$ cat src/rtl/tick_bcd_counter_if.sv
// tick_bcd_counter_if
//   Bundles the control strobes and the BCD display outputs of
//   tick_bcd_counter. Clock and reset stay as plain ports on the block.
//
//   Signals
//     iTick   time-base strobe, one 1-cycle pulse per second
//     iStart  start/resume request, single-cycle pulse
//     iStop   pause request, single-cycle pulse
//     iClear  clear-to-zero request, single-cycle pulse
//     oSecU   seconds units, BCD 0..9
//     oSecT   seconds tens,  BCD 0..5
//     oMinU   minutes units, BCD 0..9
//     oMinT   minutes tens,  BCD 0..9
//     oRun    high while the counter is running
//     oWrap   one-cycle pulse on MIN_MAX:59 -> 00:00
//
//   master : the side that issues requests and reads the display
//   slave  : the counter itself
interface tick_bcd_counter_if;
    logic       iTick;
    logic       iStart;
    logic       iStop;
    logic       iClear;
    logic [3:0] oSecU;
    logic [3:0] oSecT;
    logic [3:0] oMinU;
    logic [3:0] oMinT;
    logic       oRun;
    logic       oWrap;

    modport master (
        output iTick, iStart, iStop, iClear,
        input  oSecU, oSecT, oMinU, oMinT, oRun, oWrap
    );

    modport slave (
        input  iTick, iStart, iStop, iClear,
        output oSecU, oSecT, oMinU, oMinT, oRun, oWrap
    );
endinterface

$ cat src/rtl/tick_bcd_counter.sv
// tick_bcd_counter
//   Minutes:seconds stopwatch counting in BCD. A small IDLE/RUN/PAUSE
//   state machine gates the once-per-second iTick strobe into a 4-digit
//   BCD counter that wraps from MIN_MAX:59 back to 00:00 with a
//   one-cycle oWrap pulse. All outputs are registered.
//
//   Parameters
//     MIN_MAX  highest minutes value before wrap (1..99), default 59
//
//   Ports
//     iclk     clock, all state changes on its rising edge
//     irst_n   asynchronous active-low reset
//     bus      tick_bcd_counter_if.slave (strobes in, BCD digits/status out)
//
//   Build option
//     TICK_EDGE_DET_EN  when defined, iTick is registered and only its
//                       0->1 transition produces a count event (one extra
//                       cycle of latency; a held-high iTick counts once).
//                       When undefined, every RUN cycle with iTick high counts.
module tick_bcd_counter #(
    parameter int MIN_MAX = 59
) (
    input  logic                 iclk,
    input  logic                 irst_n,
    tick_bcd_counter_if.slave    bus
);

    localparam logic [3:0] MAX_T = 4'(MIN_MAX / 10);
    localparam logic [3:0] MAX_U = 4'(MIN_MAX % 10);

    typedef enum logic [1:0] {
        IDLE  = 2'd0,
        RUN   = 2'd1,
        PAUSE = 2'd2
    } state_t;

    state_t      state;
    // packed as {min_t, min_u, sec_t, sec_u}
    logic [15:0] digits;
    logic        run;
    logic        wrap;
    logic        count_evt;
    logic        at_max;

    // BCD increment across the four digits; the wrap case is handled by
    // the caller, so minutes tens never exceeds 9 here.
    function automatic logic [15:0] bcd_inc(input logic [15:0] d);
        logic [3:0] mt, mu, st, su;
        {mt, mu, st, su} = d;
        if (su != 4'd9) begin
            su = su + 4'd1;
        end else begin
            su = 4'd0;
            if (st != 4'd5) begin
                st = st + 4'd1;
            end else begin
                st = 4'd0;
                if (mu != 4'd9) begin
                    mu = mu + 4'd1;
                end else begin
                    mu = 4'd0;
                    mt = mt + 4'd1;
                end
            end
        end
        return {mt, mu, st, su};
    endfunction

`ifdef TICK_EDGE_DET_EN
    logic tick_prev;
    logic edge_evt;

    // Rising-edge detect registered once more so the event is a clean
    // one-cycle pulse independent of how long iTick stays high.
    always_ff @(posedge iclk or negedge irst_n) begin
        if (!irst_n) begin
            tick_prev <= 1'b0;
            edge_evt  <= 1'b0;
        end else begin
            tick_prev <= bus.iTick;
            edge_evt  <= bus.iTick & ~tick_prev;
        end
    end

    assign count_evt = edge_evt;
`else
    assign count_evt = bus.iTick;
`endif

    assign at_max = (digits == {MAX_T, MAX_U, 4'd5, 4'd9});

    always_ff @(posedge iclk or negedge irst_n) begin
        if (!irst_n) begin
            state  <= IDLE;
            digits <= 16'h0000;
            run    <= 1'b0;
            wrap   <= 1'b0;
        end else begin
            wrap <= 1'b0;
            case (state)
                IDLE: begin
                    // iClear and iStop both outrank iStart
                    if (!bus.iClear && !bus.iStop && bus.iStart) begin
                        state <= RUN;
                        run   <= 1'b1;
                    end
                end
                RUN: begin
                    if (bus.iClear) begin
                        state  <= IDLE;
                        run    <= 1'b0;
                        digits <= 16'h0000;
                    end else begin
                        // A tick arriving with iStop is still counted.
                        if (count_evt) begin
                            if (at_max) begin
                                digits <= 16'h0000;
                                wrap   <= 1'b1;
                            end else begin
                                digits <= bcd_inc(digits);
                            end
                        end
                        if (bus.iStop) begin
                            state <= PAUSE;
                            run   <= 1'b0;
                        end
                    end
                end
                PAUSE: begin
                    if (bus.iClear) begin
                        state  <= IDLE;
                        digits <= 16'h0000;
                    end else if (!bus.iStop && bus.iStart) begin
                        state <= RUN;
                        run   <= 1'b1;
                    end
                end
                default: begin
                    state  <= IDLE;
                    run    <= 1'b0;
                    digits <= 16'h0000;
                end
            endcase
        end
    end

    assign bus.oMinT = digits[15:12];
    assign bus.oMinU = digits[11:8];
    assign bus.oSecT = digits[7:4];
    assign bus.oSecU = digits[3:0];
    assign bus.oRun  = run;
    assign bus.oWrap = wrap;

endmodule

$ cat src/flat_wrapper.sv
// flat-port wrapper written by rule: the top's interface ports become plain ports
module tick_bcd_counter_flat 
#(
    parameter int MIN_MAX = 59
)
  (iclk, irst_n, bus_iTick, bus_iStart, bus_iStop, bus_iClear, bus_oSecU, bus_oSecT, bus_oMinU, bus_oMinT, bus_oRun, bus_oWrap);
  tick_bcd_counter_if bus_i ();
  input  logic iclk;
  input  logic irst_n;
  input wire logic [$bits(bus_i.iTick)-1:0] bus_iTick;
  input wire logic [$bits(bus_i.iStart)-1:0] bus_iStart;
  input wire logic [$bits(bus_i.iStop)-1:0] bus_iStop;
  input wire logic [$bits(bus_i.iClear)-1:0] bus_iClear;
  output wire logic [$bits(bus_i.oSecU)-1:0] bus_oSecU;
  output wire logic [$bits(bus_i.oSecT)-1:0] bus_oSecT;
  output wire logic [$bits(bus_i.oMinU)-1:0] bus_oMinU;
  output wire logic [$bits(bus_i.oMinT)-1:0] bus_oMinT;
  output wire logic [$bits(bus_i.oRun)-1:0] bus_oRun;
  output wire logic [$bits(bus_i.oWrap)-1:0] bus_oWrap;
  assign bus_i.iTick = bus_iTick;
  assign bus_i.iStart = bus_iStart;
  assign bus_i.iStop = bus_iStop;
  assign bus_i.iClear = bus_iClear;
  assign bus_oSecU = bus_i.oSecU;
  assign bus_oSecT = bus_i.oSecT;
  assign bus_oMinU = bus_i.oMinU;
  assign bus_oMinT = bus_i.oMinT;
  assign bus_oRun = bus_i.oRun;
  assign bus_oWrap = bus_i.oWrap;
  tick_bcd_counter #(.MIN_MAX(MIN_MAX)) u_core (.iclk(iclk), .irst_n(irst_n), .bus(bus_i));
endmodule
$ cat config.mk
export PLATFORM = sky130hd
export DESIGN_NAME = tick_bcd_counter_flat
export DESIGN_NICKNAME = d
export VERILOG_FILES = /design/src/rtl/tick_bcd_counter_if.sv /design/src/rtl/tick_bcd_counter.sv /design/src/flat_wrapper.sv
export SDC_FILE = /design/constraint.sdc
export NUM_CORES = 1
export LEC_CHECK = 0
export BUFFER_PORTS_ARGS = -buffer_cell sky130_fd_sc_hd__buf_2
export CAP_MARGIN = 0
export CORE_UTILIZATION = 48
export DETAILED_ROUTE_END_ITERATION = 16
export GPL_TIMING_DRIVEN = 0
export PLACE_DENSITY = 0.74
export SLEW_MARGIN = 25
export SYNTH_ARGS = -nofsm -noshare
export SYNTH_HDL_FRONTEND = slang
export SYNTH_SLANG_ARGS = --single-unit
$ cat constraint.sdc
create_clock -name iclk -period 2.3 [get_ports iclk]
set_clock_uncertainty 0.2 [all_clocks]
set_input_delay 0.69 -clock iclk [delete_from_list [all_inputs] [get_ports iclk]]
set_output_delay 0.69 -clock iclk [all_outputs]
set_load 0.005 [all_outputs]
==> out/results.txt, run 1 <==
Status: finished, final reports clean
Pre-antenna DRT Iters: 6
CP top delay family: compound AO/OA/AOI/OAI gates
Hold Fails Final Rpt: 0
# rows: 17
Crit path DAT: 2.15 ns
Commonest non-fill, non-tap cell in the layout: buf_2
Final HPWL DP: 1810 um
Max Slew Vio Count: 0
Post-Layout Cell Count: 175
Wire per inst: 13.8 um
R2r worst-path depth: 6
Slowest CP cell: or3b_4
Gate Count Post-Synth: 119
Initial Utilization: 0.522
Vias/cell: 5.74
Setup Crit Path Kind: flop to flop
Max IR drop VDD: 0.000426 V
Async SR Flop Fraction: 1.00
Gr ovfl total: 0
Clock Sinks: 20
Relative slew slack: 0.694
TritonCTS Buffers: 3
Share of layout cells above drive strength 1: 0.286
Crit path buf inv count: 1
Routability cong.: 0.785
CTS Buffer Depth: 2
LEAKAGE: 0.657 nW
Crit-path cells: inv_1 -> ha_1 -> nand3b_1 -> a211o_2 -> or3b_4 -> o311ai_2
# fillers: 217
CTS root buf: clkbuf_4
End of the worst register-to-register path: u_core.digits[15]
Synth Register Bits: 20
Die height: 51.5 um
Slowest stage delay, CP: 0.45 ns
CP Max Fanout: 8
Synth Flop Type: dfrtp_1
Core footprint: 2250 um^2
Placed insts: 170
Largest net degree at the start of global routing: 21
WP data required: 2.32 ns
Total power: 0.000657 W
Post-synthesis sequential area ratio: 0.426
Final Setup Violations: 0
Distinct cells, synth: 33
Die W: 51.5 um
Clock Latency Late Sink: 0.30 ns
Antenna cells: 0
# DRC: 0
GRT Overall Usage: 0.210
Synthesized area per cell: 9.88 um^2
Layout net count: 162
Power Density: 480 nW/um^2
Least-Margin Pin Slew: 0.458 ns
Die area: 2650 um^2
Worst-path clk slew: 0.12 ns
RSZ-0062 raised after global routing: no
Tmin final: 2.14 ns
MaxCap Viol Count: 0
Post-Syn Area: 1180 um^2
IO Count: 24
Drt first-iter violations: 9
Hold Path Class: input port to async pin
FF-to-FF Start: u_core.digits[1]
Most frequent cells in the layout: buf_2, dfrtp_1, o21ai_0
Crit. End Element: flop
Final WL: 2410 um
Port buffer count: 23
Part of the cycle the worst path needs: 0.929
Setup crit start kind: flop
Antenna violation net count after detailed routing: 0
Number of synthesis warnings: 0
Global-route wire length before repair: 4130 um
Syn Nets: 133
H-tree depth: 1
Initial antenna violation count: 0
Syn-to-layout area delta: 16.5%
Worst reg-to-reg setup slack: 0.16 ns
FMAX: 468 MHz
Vias in the first global route: 951
TritonCTS clock tree: built
Vias: 1005
Number of synthesized flops with an enable pin: 0
==> kinds of logic (layout without fill, tap and decap cells) <==
logic type,after synthesis,after routing,share of synthesized area
compound gates,36,36,0.215
simple gates,42,42,0.207
mux,1,1,0.00851
fa+ha+maj,8,8,0.0851
flops,20,20,0.426
buf+inv,12,40,0.0585
==> power by group <==
part           switching, W  internal (W)  leakage, nW
Combinational     0.0000441     0.0000311        0.361
Clock              0.000109     0.0000966       0.0210
Sequential        0.0000134      0.000363        0.275
Total              0.000167      0.000491        0.657
==> stage by stage <==
step	TNS (ns)	hold WS, ns	setup slack [ns]	instance area, um^2	utilization
finish	0	0.118	0.164	1370	0.608
floorplan	0	0.194	0.0619	1180	-
CTS	0	0.122	0.0427	1380	0.611
detailed placement	-2.10	0.327	-0.192	1330	0.588
global placement	-1.60	0.322	-0.144	1330	0.588
global route	0	0.144	0.0156	1370	0.608
==> registers in the layout, indices dropped and copies added, names as in the netlist <==
name and flops:
u_core.bus.oWrap 1, u_core.bus.oRun 1, u_core.digits 16, u_core.state 2
==> cell usage after synthesis (3+ instances only) <==
cell type	instances	area [um^2]
nand3_1	8	40.0
a21oi_1	7	35.0
dfrtp_1	20	500
inv_1	9	33.8
nand2_1	7	26.3
o21ai_0	15	75.1
o41ai_1	3	26.3
nor2_1	5	18.8
nor3_1	3	15.0
ha_1	8	100
==> worst max-delay path by stage <==
stage	start	endpoint	slack (ns)	cells after the start
floorplan	bus_iClear	u_core.digits[14]	0.06	5
global placement	bus_iClear	u_core.digits[15]	-0.14	6
detailed placement	bus_iClear	u_core.digits[10]	-0.19	6
CTS	u_core.digits[5]	u_core.digits[15]	0.04	7
global route	u_core.digits[1]	u_core.digits[10]	0.02	6
finish	u_core.digits[1]	u_core.digits[15]	0.16	6
==> cell type report <==
class	count	area, um^2	area share
timing repair buffer	25	130	0.0950
multi-input combinational	87	612	0.447
buffer	2	22.5	0.0164
tap	28	35.0	0.0256
sequential	20	500	0.365
clock buffer	4	36.3	0.0265
inverter	9	33.8	0.0247
==> layer usage <==
layer | vias to the layer above | share of wire | global-route usage | wire (um)
li1 | 496 | - | - | -
met1 | 476 | 0.48 | 0.269 | 1160
met2 | 29 | 0.47 | 0.357 | 1140
met3 | 4 | 0.035 | 0.0263 | 84
met4 | 0 | 0.012 | 0.0856 | 29
met5 | - | 0 | 0 | 0
==> repair_timing <==
| item | in CTS | in global routing |
|---|---|---|
| hold buffers | 0 | 0 |
| cloned | 0 | 0 |
| buffers inserted | 2 | 0 |
| setup endpoints to repair | 2 | 5 |
| gates resized for setup | 0 | 1 |
Note: power is estimated with default switching activity, not from simulation.
==> inputs of run 2 (changes only) <==
--- a/config.mk
+++ b/config.mk
@@ -5,12 +5,12 @@
 export SDC_FILE = /design/constraint.sdc
 export NUM_CORES = 1
 export LEC_CHECK = 0
-export BUFFER_PORTS_ARGS = -buffer_cell sky130_fd_sc_hd__buf_2
-export CAP_MARGIN = 0
-export CORE_UTILIZATION = 48
+export CAP_MARGIN = 30
+export CORE_UTILIZATION = 55
 export DETAILED_ROUTE_END_ITERATION = 16
+export DONT_BUFFER_PORTS = 1
 export GPL_TIMING_DRIVEN = 0
-export PLACE_DENSITY = 0.74
+export PLACE_DENSITY = 0.73
 export SLEW_MARGIN = 25
 export SYNTH_ARGS = -nofsm -noshare
 export SYNTH_HDL_FRONTEND = slang
==> run 2 against run 1 <==
Effect of this change:
- final area shrank 8.5%
- register-to-register slack lost 0.07 ns
- maximum frequency shrank 3.1%
- wire length shrank 0.46%
- critical path type unchanged
- combinational power shrank 28%
==> out/results.txt, run 2 (same netlist as run 1, synthesis figures left out) <==
Die W: 48.2 um
Part of the cycle the worst path needs: 0.959
Clock Sinks: 20
Initial antenna violation count: 0
MaxCap Viol Count: 0
RSZ-0062 raised after global routing: no
Design area: 1250 um^2
# rows: 16
End of the worst register-to-register path: u_core.digits[15]
Die height: 48.2 um
FF-to-FF Start: u_core.digits[1]
Routability cong.: 0.818
Wire per inst: 15.9 um
Power Density: 515 nW/um^2
WP data required: 2.32 ns
Hold Fails Final Rpt: 0
# fillers: 153
Die area: 2330 um^2
Hold Slack: 0.107 ns
H-tree depth: 1
Max IR drop VDD: 0.000379 V
CTS root buf: clkbuf_4
GRT Overall Usage: 0.219
CP Max Fanout: 8
Worst reg-to-reg setup slack: 0.1 ns
Global-route wire length before repair: 3480 um
Final HPWL DP: 1700 um
Footprint of the multi-input gates: 612 um^2
DP Area: 1210 um^2
Tmin final: 2.20 ns
Setup Crit Path Kind: flop to flop
Pre-antenna DRT Iters: 4
Crit. End Element: flop
CTS Buffer Depth: 2
Max Slew Vio Count: 0
Commonest non-fill, non-tap cell in the layout: dfrtp_1
Most flop-heavy register: u_core.digits
Syn-to-layout area delta: 6.60%
Antenna violation net count after detailed routing: 0
Gr ovfl total: 0
Layout net count: 139
# DRC: 0
FMAX: 454 MHz
Largest net degree at the start of global routing: 21
Share of layout cells above drive strength 1: 0.169
Final Setup Violations: 0
Hold Path Class: input port to async pin
TritonCTS Buffers: 3
Worst-path clk slew: 0.12 ns
Antenna cells: 0
Layout Utilization: 0.633
Setup crit start kind: flop
Core footprint: 1980 um^2
R2r worst-path depth: 6
Initial Utilization: 0.593
Vias: 975
Status: finished, final reports clean
Most frequent cells in the layout: dfrtp_1, o21ai_0, inv_1
Largest registers: u_core.digits: 16 flops, u_core.state: 2 flops
Port buffer count: 0
Relative slew slack: 0.673
Drt first-iter violations: 25
FF/Latch Area: 503 um^2
Largest register FFs: 16
Vias/cell: 6.46
LEAKAGE: 0.535 nW
Setup Total Neg Slack: 0 ns
IO Count: 24
Crit path DAT: 2.22 ns
Final WL: 2400 um
Clock Latency Late Sink: 0.30 ns
TritonCTS clock tree: built
Vias in the first global route: 853
Least-Margin Pin Slew: 0.488 ns
==> run 2: cell types whose count changed in the layout (fill, tap and decap cells not counted) <==
cell,change
dfrtp_2,+2
buf_4,-1
dfrtp_1,-2
buf_2,-22
==> run 2: critical path, cell delays in order, from the launching register on <==
cell and delay, ns:
dfrtp_1 0.45, inv_1 0.08, ha_1 0.16, nand3b_1 0.14, a211o_2 0.41, or3b_4 0.45, o311ai_2 0.22
==> run 2: what timing repair did <==
action	CTS	global route
pin swaps	1	1
gates resized for setup	1	2
setup buffers	1	0
hold buffers	1	0
endpoints found under the hold margin	20	0
endpoints found under the setup margin	3	7
==> run 2: cell type report <==
class	instances	share of cell area
sequential	20	0.401
inverter	9	0.0269
timing repair buffer	2	0.00998
tap	27	0.0269
buffer	2	0.0180
multi-input combinational	87	0.488
clock buffer	4	0.0289
==> run 2: worst max-delay path by stage <==
| stage | from | endpoint | slack [ns] | cells after the start |
|---|---|---|---|---|
| final | u_core.digits[1] | u_core.digits[15] | 0.1 | 6 |
| after global routing | u_core.digits[1] | u_core.digits[15] | 0.01 | 6 |
| after CTS | u_core.digits[5] | u_core.digits[15] | 0.009 | 7 |
| after detailed placement | bus_iClear | u_core.digits[0] | -0.04 | 4 |
| after global placement | bus_iClear | u_core.digits[15] | -0.003 | 5 |
| after floorplan | bus_iClear | u_core.digits[14] | 0.06 | 5 |
==> run 2: power by group <==
part / internal, W / switching, W / leakage [nW]
registers: 0.000363 / 0.0000174 / 0.271
clock network: 0.0000967 / 0.000114 / 0.0210
logic: 0.0000205 / 0.0000339 / 0.242
total: 0.000481 / 0.000165 / 0.535
==> run 2: per-layer routing <==
metal	vias to the layer above	routed length, um	global-route usage	share of wire
met4	0	33	0.122	0.014
li1	453	-	-	-
met2	38	1200	0.355	0.50
met1	479	1070	0.266	0.44
met3	5	107	0.0519	0.045
met5	-	0	0	0
==> run 2: stage by stage <==
step | instances | power [W] | worst slack, ns
5_1_grt | 151 | 0.000673 | 0.0128
4_1_cts | 152 | 0.000648 | 0.00864
3_5_place_dp | 146 | 0.000433 | -0.0414
2_1_floorplan | 119 | 0.000420 | 0.0619
3_3_place_gp | 146 | 0.000431 | -0.00285
6_report | 151 | 0.000645 | 0.0954
==> inputs of run 3 (changes only) <==
==> constraint.sdc (replaced) <==
create_clock -name iclk -period 2.3 [get_ports iclk]
set_clock_uncertainty 0.2 [all_clocks]
set_input_delay 0.115 -clock iclk [delete_from_list [all_inputs] [get_ports iclk]]
set_output_delay 0.115 -clock iclk [all_outputs]
set_load 0.005 [all_outputs]
==> run 3 against run 2 <==
Effect of this change:
- global-route usage increased by 0.92 points
- largest cell class unchanged
- final area rose by 5.6%
- die area stayed put
- register-to-register slack about the same
- utilization rose by 3.5 points
- maximum frequency decreased by 0.30%
- setup slack worse by 0.0067 ns
- sequential share of layout area fell by 2.1 points
- critical path type unchanged
- worst hold slack worse by 0.029 ns
- flip-flop and latch count did not move
- power up 1.6%
- clock power hardly changed
==> out/results.txt, run 3 (same netlist as run 1, synthesis figures left out) <==
Status: finished, final reports clean
Max IR drop VDD: 0.000382 V
Antenna cells: 0
Relative slew slack: 0.694
Critical Path Start: u_core.digits[1]
NetSw: 0.000168 W
Power Density: 495 nW/um^2
Max Slew Vio Count: 0
FF-to-FF Start: u_core.digits[1]
Setup Total Neg Slack: 0 ns
Port buffer count: 0
Setup crit end: u_core.digits[15]
CP Max Fanout: 8
Final Setup Violations: 0
Largest registers: u_core.digits: 16 flops, u_core.state: 2 flops
FMAX: 452 MHz
Largest register FFs: 16
Vias in the first global route: 885
Initial antenna violation count: 0
Largest net degree at the start of global routing: 21
Worst reg-to-reg setup slack: 0.09 ns
Final WL: 2470 um
Die W: 48.2 um
Wire per inst: 15.6 um
R2r worst-path depth: 6
Initial Utilization: 0.593
Most flop-heavy register: u_core.digits
Drt first-iter violations: 10
Routability cong.: 0.818
Crit. End Element: flop
Global-route wire length before repair: 3630 um
Pre-antenna DRT Iters: 4
Share of layout cells above drive strength 1: 0.160
Layout net count: 146
Vias: 985
Vias/cell: 6.23
RSZ-0062 raised after global routing: no
Combinational Power Share: 0.099
Gr ovfl total: 0
Crit path DAT: 2.23 ns
TritonCTS clock tree: built
Setup ws final: 0.0887 ns
Tmin final: 2.21 ns
# DRC: 0
Hold Path Class: input port to async pin
Part of the cycle the worst path needs: 0.961
Part of the power in registers: 0.581
Met2 Use GR: 0.371
Most frequent cells in the layout: dfrtp_1, o21ai_0, inv_1
CTS Buffer Depth: 2
Placed insts: 146
Worst-path clk slew: 0.12 ns
Met3 usage: 0.0519
TritonCTS Buffers: 3
GR Util met1: 0.278
Commonest non-fill, non-tap cell in the layout: dfrtp_1
Antenna violation net count after detailed routing: 0
Hold Fails Final Rpt: 0
Clock Sinks: 20
GRT Overall Usage: 0.228
H-tree depth: 1
CTS root buf: clkbuf_4
IO Count: 24
End of the worst register-to-register path: u_core.digits[15]
Least-Margin Pin Slew: 0.458 ns
Sw Share: 0.256
Die area: 2330 um^2
Clock share of power: 0.320
# rows: 16
Final HPWL DP: 1700 um
Syn-to-layout area delta: 12.6%
Setup Crit Path Kind: flop to flop
Total power: 0.000655 W
WP data required: 2.32 ns
Pre-CTS WS: -0.0226 ns
LEAKAGE: 0.568 nW
Clock Latency Late Sink: 0.30 ns
Setup crit start kind: flop
Int Pwr: 0.000488 W
Core footprint: 1980 um^2
MaxCap Viol Count: 0
GRT busiest layer: met2
Post-Layout Cell Count: 158
Die height: 48.2 um
[run 3: timing repair]
action,4_1_cts,5_1_grt
hold buffers,7,1
setup endpoints to repair,3,6
resized for setup,1,2
endpoints found under the hold margin,29,20
buffers inserted,1,0
pin swaps,1,1
[run 3: power by group through the flow]
stage / Combinational, W / Sequential (W) / Clock [W]
5_1_grt: 0.0000749 / 0.000384 / 0.000225
4_1_cts: 0.0000641 / 0.000381 / 0.000212
3_5_place_dp: 0.0000457 / 0.000388 / 0
2_1_floorplan: 0.0000364 / 0.000384 / 0
6_report: 0.0000650 / 0.000381 / 0.000210
3_3_place_gp: 0.0000439 / 0.000387 / 0
[run 3: worst min-delay path by stage]
stage                     from                end  cells past startpoint
floorplan               irst_n    u_core.bus.oRun                      0
detailed placement      irst_n   u_core.bus.oWrap                      0
CTS                 bus_iClear   u_core.digits[4]                      4
finish                  irst_n   u_core.digits[0]                      2
global route            irst_n   u_core.digits[2]                      2
global placement        irst_n  u_core.digits[14]                      0
[run 3: worst max-delay path, cell delays in order (launching register included)]
cell and delay (ns):
dfrtp_1 0.45, inv_1 0.08, ha_1 0.16, nand3b_1 0.14, a211o_2 0.41, or3b_4 0.45, o311ai_2 0.22
[run 3: metrics by stage]
step | cell area, um^2 | util | hold WS, ns
after floorplan | 1180 | - | -0.381
after global placement | 1210 | 0.610 | -0.380
after detailed placement | 1210 | 0.610 | -0.380
after CTS | 1330 | 0.669 | 0.115
after global routing | 1320 | 0.668 | 0.136
final | 1320 | 0.668 | 0.0782
[run 3: cell type report]
type | count | area [um^2]
fill | 149 | 658
multi-input combinational | 87 | 612
sequential | 20 | 503
timing repair buffer | 9 | 82.6
clock buffer | 4 | 36.3
inverter | 9 | 33.8
tap | 27 | 33.8
buffer | 2 | 22.5
[run 3: layer usage]
metal	vias to the layer above	share of wire	wire, um
met4	0	0.015	36
li1	465	-	-
met3	5	0.042	103
met1	485	0.45	1120
met2	30	0.49	1210
met5	-	0	0
